<file path="src/rtl/pci_target_burst_ctl_if.sv">
// Bus bundle between the PCI pad ring (master side) and the target data-phase controller (slave side).
interface pci_target_burst_ctl_if #(
  parameter int ADDR_W = 30
);
  logic              frame;
  logic              irdy;
  logic              hit;
  logic [ADDR_W-1:0] ad_addr;
  logic              be_ready;
  logic              ce_force;
  logic              devsel;
  logic              trdy;
  logic              stop;
  logic              ctl_oe;
  logic              pci_ce;
  logic [ADDR_W-1:0] xfer_addr;
  logic [7:0]        xfer_cnt;
  logic              busy;

  modport slave (
    input  frame, irdy, hit, ad_addr, be_ready, ce_force,
    output devsel, trdy, stop, ctl_oe, pci_ce, xfer_addr, xfer_cnt, busy
  );

  modport master (
    output frame, irdy, hit, ad_addr, be_ready, ce_force,
    input  devsel, trdy, stop, ctl_oe, pci_ce, xfer_addr, xfer_cnt, busy
  );
endinterface

</file>
<file path="src/rtl/pci_target_burst_ctl.sv">
// PCI target data-phase controller: claims decoded transactions, paces TRDY# with initial and
// backend wait states, counts transfers and disconnects after a configurable burst length.
module pci_target_burst_ctl #(
  parameter int ADDR_W      = 30,
  parameter int WAIT_STATES = 1,
  parameter int BURST_MAX   = 16
) (
  input logic                  clk,
  input logic                  rst,
  pci_target_burst_ctl_if.slave bus
);

  typedef enum logic [2:0] {IDLE, SKIP, ACTIVE, DISC, TURN} state_t;

  localparam logic [3:0] WAIT_INIT = 4'(WAIT_STATES);
  localparam logic [7:0] BURST_LIM = 8'(BURST_MAX);
  localparam bit         DISC_EN   = (BURST_MAX != 0);

  state_t            state, state_next;
  logic              frame_q;
  logic [3:0]        wait_cnt, wait_next, wait_dec;
  logic              devsel_q, devsel_next;
  logic              trdy_q, trdy_next;
  logic              stop_q, stop_next;
  logic              ctl_oe_q, ctl_oe_next;
  logic [ADDR_W-1:0] addr_q, addr_next;
  logic [7:0]        cnt_q, cnt_next, cnt_inc;
  logic              xfer;

  always_ff @(posedge clk or posedge rst) begin
    if (rst) begin
      state    <= IDLE;
      frame_q  <= 1'b1;
      wait_cnt <= 4'd0;
      devsel_q <= 1'b1;
      trdy_q   <= 1'b1;
      stop_q   <= 1'b1;
      ctl_oe_q <= 1'b0;
      addr_q   <= '0;
      cnt_q    <= 8'd0;
    end else begin
      state    <= state_next;
      frame_q  <= bus.frame;
      wait_cnt <= wait_next;
      devsel_q <= devsel_next;
      trdy_q   <= trdy_next;
      stop_q   <= stop_next;
      ctl_oe_q <= ctl_oe_next;
      addr_q   <= addr_next;
      cnt_q    <= cnt_next;
    end
  end

  always_comb begin
    state_next  = state;
    wait_next   = wait_cnt;
    devsel_next = devsel_q;
    trdy_next   = trdy_q;
    stop_next   = stop_q;
    ctl_oe_next = ctl_oe_q;
    addr_next   = addr_q;
    cnt_next    = cnt_q;
    xfer        = !bus.irdy && !trdy_q;
    wait_dec    = (wait_cnt != 4'd0) ? wait_cnt - 4'd1 : 4'd0;
    cnt_inc     = cnt_q + 8'd1;

    case (state)
      IDLE: begin
        if (!bus.frame && frame_q) begin
          if (bus.hit) begin
            addr_next   = bus.ad_addr;
            cnt_next    = 8'd0;
            wait_next   = WAIT_INIT;
            devsel_next = 1'b0;
            ctl_oe_next = 1'b1;
            state_next  = ACTIVE;
          end else begin
            state_next = SKIP;
          end
        end
      end

      SKIP: begin
        if (bus.frame && bus.irdy) state_next = IDLE;
      end

      ACTIVE: begin
        wait_next = wait_dec;
        if (xfer) begin
          cnt_next  = cnt_inc;
          addr_next = addr_q + 1'b1;
        end
        // Exits are checked in priority order; a held TRDY# is only re-evaluated after it completes a transfer.
        if ((xfer && bus.frame) || (!xfer && bus.frame && bus.irdy)) begin
          devsel_next = 1'b1;
          trdy_next   = 1'b1;
          stop_next   = 1'b1;
          state_next  = TURN;
        end else if (xfer && DISC_EN && (cnt_inc == BURST_LIM)) begin
          trdy_next  = 1'b1;
          stop_next  = 1'b0;
          state_next = DISC;
        end else if (trdy_q || xfer) begin
          trdy_next = !((wait_dec == 4'd0) && bus.be_ready);
        end
      end

      DISC: begin
        if (bus.frame) begin
          devsel_next = 1'b1;
          trdy_next   = 1'b1;
          stop_next   = 1'b1;
          state_next  = TURN;
        end
      end

      TURN: begin
        ctl_oe_next = 1'b0;
        state_next  = IDLE;
      end

      default: state_next = IDLE;
    endcase
  end

  assign bus.devsel    = devsel_q;
  assign bus.trdy      = trdy_q;
  assign bus.stop      = stop_q;
  assign bus.ctl_oe    = ctl_oe_q;
  assign bus.xfer_addr = addr_q;
  assign bus.xfer_cnt  = cnt_q;
  assign bus.busy      = (state != IDLE);
  assign bus.pci_ce    = bus.ce_force | (!bus.irdy & !trdy_q);

endmodule

</file>
<file path="src/flat_wrapper.sv">
// flat-port wrapper written by rule: the top's interface ports become plain ports
module pci_target_burst_ctl_flat 
#(
  parameter int ADDR_W      = 30,
  parameter int WAIT_STATES = 1,
  parameter int BURST_MAX   = 16
)
  (clk, rst, bus_frame, bus_irdy, bus_hit, bus_ad_addr, bus_be_ready, bus_ce_force, bus_devsel, bus_trdy, bus_stop, bus_ctl_oe, bus_pci_ce, bus_xfer_addr, bus_xfer_cnt, bus_busy);
  pci_target_burst_ctl_if #(.ADDR_W(ADDR_W)) bus_i ();
  input logic clk;
  input logic rst;
  input wire logic [$bits(bus_i.frame)-1:0] bus_frame;
  input wire logic [$bits(bus_i.irdy)-1:0] bus_irdy;
  input wire logic [$bits(bus_i.hit)-1:0] bus_hit;
  input wire logic [$bits(bus_i.ad_addr)-1:0] bus_ad_addr;
  input wire logic [$bits(bus_i.be_ready)-1:0] bus_be_ready;
  input wire logic [$bits(bus_i.ce_force)-1:0] bus_ce_force;
  output wire logic [$bits(bus_i.devsel)-1:0] bus_devsel;
  output wire logic [$bits(bus_i.trdy)-1:0] bus_trdy;
  output wire logic [$bits(bus_i.stop)-1:0] bus_stop;
  output wire logic [$bits(bus_i.ctl_oe)-1:0] bus_ctl_oe;
  output wire logic [$bits(bus_i.pci_ce)-1:0] bus_pci_ce;
  output wire logic [$bits(bus_i.xfer_addr)-1:0] bus_xfer_addr;
  output wire logic [$bits(bus_i.xfer_cnt)-1:0] bus_xfer_cnt;
  output wire logic [$bits(bus_i.busy)-1:0] bus_busy;
  assign bus_i.frame = bus_frame;
  assign bus_i.irdy = bus_irdy;
  assign bus_i.hit = bus_hit;
  assign bus_i.ad_addr = bus_ad_addr;
  assign bus_i.be_ready = bus_be_ready;
  assign bus_i.ce_force = bus_ce_force;
  assign bus_devsel = bus_i.devsel;
  assign bus_trdy = bus_i.trdy;
  assign bus_stop = bus_i.stop;
  assign bus_ctl_oe = bus_i.ctl_oe;
  assign bus_pci_ce = bus_i.pci_ce;
  assign bus_xfer_addr = bus_i.xfer_addr;
  assign bus_xfer_cnt = bus_i.xfer_cnt;
  assign bus_busy = bus_i.busy;
  pci_target_burst_ctl #(.ADDR_W(ADDR_W), .WAIT_STATES(WAIT_STATES), .BURST_MAX(BURST_MAX)) u_core (.clk(clk), .rst(rst), .bus(bus_i));
endmodule
</file>
<file path="config.mk">
export PLATFORM = sky130hd
export DESIGN_NAME = pci_target_burst_ctl_flat
export DESIGN_NICKNAME = d
export VERILOG_FILES = /design/src/rtl/pci_target_burst_ctl_if.sv /design/src/rtl/pci_target_burst_ctl.sv /design/src/flat_wrapper.sv
export SDC_FILE = /design/constraint.sdc
export NUM_CORES = 1
export LEC_CHECK = 0
export CAP_MARGIN = 20
export CORE_ASPECT_RATIO = 1.2
export CORE_MARGIN = 5
export CORE_UTILIZATION = 39
export DETAILED_ROUTE_END_ITERATION = 10
export PLACE_DENSITY = 0.71
export SLEW_MARGIN = 10
export SYNTH_ARGS = -nofsm -noshare
export SYNTH_HDL_FRONTEND = slang
export SYNTH_SLANG_ARGS = --single-unit
</file>
<file path="constraint.sdc">
create_clock -name clk -period 3 [get_ports clk]
set_clock_uncertainty 0.05 [all_clocks]
set_input_delay 0.6 -clock clk [delete_from_list [all_inputs] [get_ports clk]]
set_output_delay 0.6 -clock clk [all_outputs]
set_load 0.02 [all_outputs]
</file>
==> impl_metrics.csv <==
group,metric,value,unit
final_layout,antenna_cells,0,
power_and_ir_drop,finalPower,0.003406,W
placement,gp_congestion,0.8835,
critical_path,crit_family,"buffers and inverters",
synth,syn_area,3013,µm²
run,maxCapViolCount,0,
clocking,htree_levels,2,
sta,fmax,364.2,MHz
final_layout,drive_above_1_share,8.178,%
routing,drc,0,
critical_path,crit_chain,"clkdlybuf4s50_1 > nor2_1 > or2_2 > clkdlybuf4s50_1",
routing,vias,2976,
clocking,post_cts_buffers,0,
synth,synth_cell_types,60,
sta,rsz0062_at_grt,"false",
floorplan,initial_core_util,39.54,%
hold_path,whs_path_depth,2,
power_and_ir_drop,p_sw,0.001469,W
placement,hpwlAfterDp,6292,µm
hold_path,hold_class,"flop to flop",
clocking,cts_tree,"yes",
routing,first_pass_iters,5,
sta,period_share,91.52,%
synth,synth_nets,395,
synth,synth_top_area_share,38.21,%
grt,grt_pass1_vias,2947,
floorplan,chipHeight,106.3,µm
power_and_ir_drop,p_per_area,856.2,nW/µm²
grt,grt.total_usage,18.27,%
floorplan,dieArea,9590,µm²
grt,grt_antenna_before_repair,0,
floorplan,core,7620,µm²
clocking,cts_made_buffers,5,
clocking,cts_hold_buf,0,
synth,synth_enable_flop_cells,0,
sta,hold_viol_final,0,
clocking,cts.sinks,50,
power_and_ir_drop,internal-power,0.001936,W
final_layout,seqCellArea,1256,µm²
clocking,clockBufferDepth,2,
floorplan,row_count,35,
power_and_ir_drop,pwr-share-clk,12.8,%
routing,routed_wl,8562,µm
synth,ys_ff_latch,50,
sta,fin_setup_tns,0,ns
sta,tightest_slew,0.4891,ns
power_and_ir_drop,cellLeakagePower,1.541,nW
grt,grt_max_degree,45,
critical_path,slowest_stage,"clkdlybuf4s50_1",
routing,viasPerCell,5.723,
power_and_ir_drop,comb_power_share,48.6,%
clocking,clock_latency,0.31,ns
floorplan,io_pins,81,
power_and_ir_drop,seq_power_share,38.5,%
clocking,clk_pin_slew_worst_paths,0.10,ns
final_layout,multi_input_comb_area,1615,µm²
final_layout,fill_cells,757,
sta,slew_violations,0,
floorplan,die_w,90.24,µm
critical_path,crit_fanout,5,
critical_path,path_class,"primary input to output pin",
final_layout,area.growth.synth_to_final,32.02,%
critical_path,cp.required,2.35,ns
critical_path,rr_worst_depth,6,
power_and_ir_drop,peakVddDrop,0.0005166,V
critical_path,crit_arrival,2.10,ns
grt,grt_first_pass_wirelength,14600,µm
sta,setup_viol,0,
sta,slew-limit-headroom,67.40,%
routing,drtAntennaViolNets,0,
synth,synth_cells,355,
synth,syn_avg_cell_area,8.487,µm²
critical_path,crit_buf_inv,2,
outcome,outcome,"completed",
grt,grt.overflow.total,0,
sta,period_minus_slack,2.746,ns
placement,numPortBuffers,80,
critical_path,cp_common_cell,"clkdlybuf4s50_1",
critical_path,worst_setup_path_start_kind,"primary input",
synth,seq_area_frac_synth,41.69,%
power_and_ir_drop,swShare,43.14,%
critical_path,end_kind,"output pin",
clocking,cts_resized,0,
synth,yosys_warnings,0,
final_layout,final_util,52.20,%
routing,wl_per_cell,16.47,µm
synth,synthFlopType,"dfrtp_1",
clocking,root_buffer,"clkbuf_8",
synth,async_reset_ff_share,100.0,%
synth,synth_top_area_cell,"dfrtp_1",
routing,drtIter0Drc,189,
synth,synth.area.top_cells,"dfrtp_1, a21oi_1, nor2_1, nand2_1, dfstp_2",
critical_path,cp.depth,4,
final_layout,nNetsFinal,467,
critical_path,cp_slowest_stage_delay,0.59,ns
-- metrics by stage --
stage | cell area (µm²) | setup WS [ns] | instances | hold WS, ns
after detailed placement | 3877 | 0.2352 | 512 | 0.4449
final | 3978 | 0.2544 | 520 | 0.4636
after global placement | 3877 | 0.2479 | 512 | 0.4430
after global routing | 3978 | 0.1918 | 520 | 0.4914
after floorplan | 3013 | 1.055 | 355 | 0.4352
after CTS | 3978 | 0.2364 | 520 | 0.4637
-- state kept, by name, indices dropped and copies added, names as in the netlist --
signal,cells
u_core.state,3
u_core.bus.devsel,1
u_core.wait_cnt,4
u_core.bus.xfer_addr,30
u_core.bus.xfer_cnt,8
u_core.bus.stop,1
u_core.bus.ctl_oe,1
u_core.bus.trdy,1
u_core.frame_q,1
-- tightest hold or removal path, stage by stage (launching register included) --
cell,delay [ns]
dfstp_2,0.38
nor2_1,0.09
nor2_1,0.05
-- placed cells by master, fill, tap and decap left out, drive strengths merged, types with 2 or more instances in the layout --
master / n
nor2: 45
nor3: 6
a21oi: 42
nor3b: 4
inv: 2
a32oi: 2
nand2b: 3
ha: 3
clkinv: 2
buf: 11
mux2i: 3
o22ai: 7
a41o: 2
a41oi: 3
dfstp: 4
o21ai: 28
o22a: 11
nand4: 5
and2: 4
nand3: 21
nor4: 4
dfrtp: 46
xor2: 2
a31oi: 6
clkdlybuf4s50: 80
o21a: 2
clkbuf: 6
and3: 9
nand2: 35
or3: 4
and4: 5
-- cell type report --
class,instances,area share (%)
inverters,2,0.1887
flip-flops and latches,50,31.58
well taps,92,2.894
repair buffers,91,22.21
multi-input cells,277,40.61
clock inverters,2,0.4404
clock buffers,6,2.076
-- path summary, 6_finish.rpt --
kind | start | end | slack, ns
max reg2reg | u_core.bus.xfer_addr[0]$_DFFE_PP0P_ | u_core.bus.xfer_addr[28]$_DFFE_PP0P_ | 0.70
max in group asynchronous | rst | u_core.bus.xfer_addr[14]$_DFFE_PP0P_ | 1.75
min in group asynchronous | rst | u_core.bus.ctl_oe$_DFFE_PP0P_ | 0.55
min | u_core.bus.devsel$_DFFE_PP1P_ | u_core.bus.devsel$_DFFE_PP1P_ | 0.46
min reg2reg | u_core.bus.devsel$_DFFE_PP1P_ | u_core.bus.devsel$_DFFE_PP1P_ | 0.46
max | bus_irdy | bus_pci_ce | 0.25
-- layer usage --
| layer | up-vias | routed length (µm) | track usage (%) |
|---|---|---|---|
| met1 | 1422 | 3799 | 23.89 |
| met3 | 11 | 549 | 4.459 |
| met4 | 0 | 135 | 5.745 |
| li1 | 1453 | - | - |
| met5 | - | 0 | 0 |
| met2 | 90 | 4078 | 29.76 |
-- Yosys cell counts, types with 2 or more instances --
| cell type | number |
|---|---|
| dfrtp_1 | 46 |
| nor2_1 | 45 |
| a21oi_1 | 42 |
| nand2_1 | 34 |
| o21ai_0 | 21 |
| nand3_1 | 20 |
| buf_2 | 11 |
| o22a_1 | 11 |
| and3_1 | 9 |
| clkbuf_1 | 9 |
| o21ai_1 | 7 |
| o22ai_1 | 7 |
| a31oi_1 | 6 |
| and4_1 | 5 |
| nand4_1 | 5 |
| nor3_1 | 5 |
| and2_1 | 4 |
| dfstp_2 | 4 |
| a41oi_1 | 3 |
| buf_6 | 3 |
| ha_1 | 3 |
| mux2i_1 | 3 |
| nand2b_1 | 3 |
| nor3b_1 | 3 |
| nor4_1 | 3 |
| a32oi_1 | 2 |
| a41o_1 | 2 |
| buf_4 | 2 |
| inv_1 | 2 |
| o21a_1 | 2 |
| or3_1 | 2 |
| or3_4 | 2 |
| xor2_1 | 2 |
-- cell families (layout without fill, tap and decap cells) --
group / after synthesis / count (layout) / share of synthesized area, %
AOI/OAI and AO/OA: 117 / 117 / 24.29
xor gates and xnor gates: 3 / 3 / 0.8723
adders and majority gates: 3 / 3 / 1.246
buffers and inverters: 28 / 101 / 4.983
DFF: 50 / 50 / 41.69
muxes: 3 / 3 / 0.9967
and+or+nand+nor: 151 / 151 / 25.91
-- power groups by stage --
| stage | Clock (W) | Sequential (W) | Combinational (W) |
|---|---|---|---|
| final | 0.000437 | 0.00131 | 0.00166 |
| after global routing | 0.000473 | 0.00137 | 0.00181 |
| after CTS | 0.000444 | 0.00131 | 0.00168 |
| after detailed placement | 0 | 0.00132 | 0.00167 |
| after global placement | 0 | 0.00131 | 0.00164 |
| after floorplan | 0 | 0.00149 | 0.000747 |
Power figures use the tool's default switching activity.
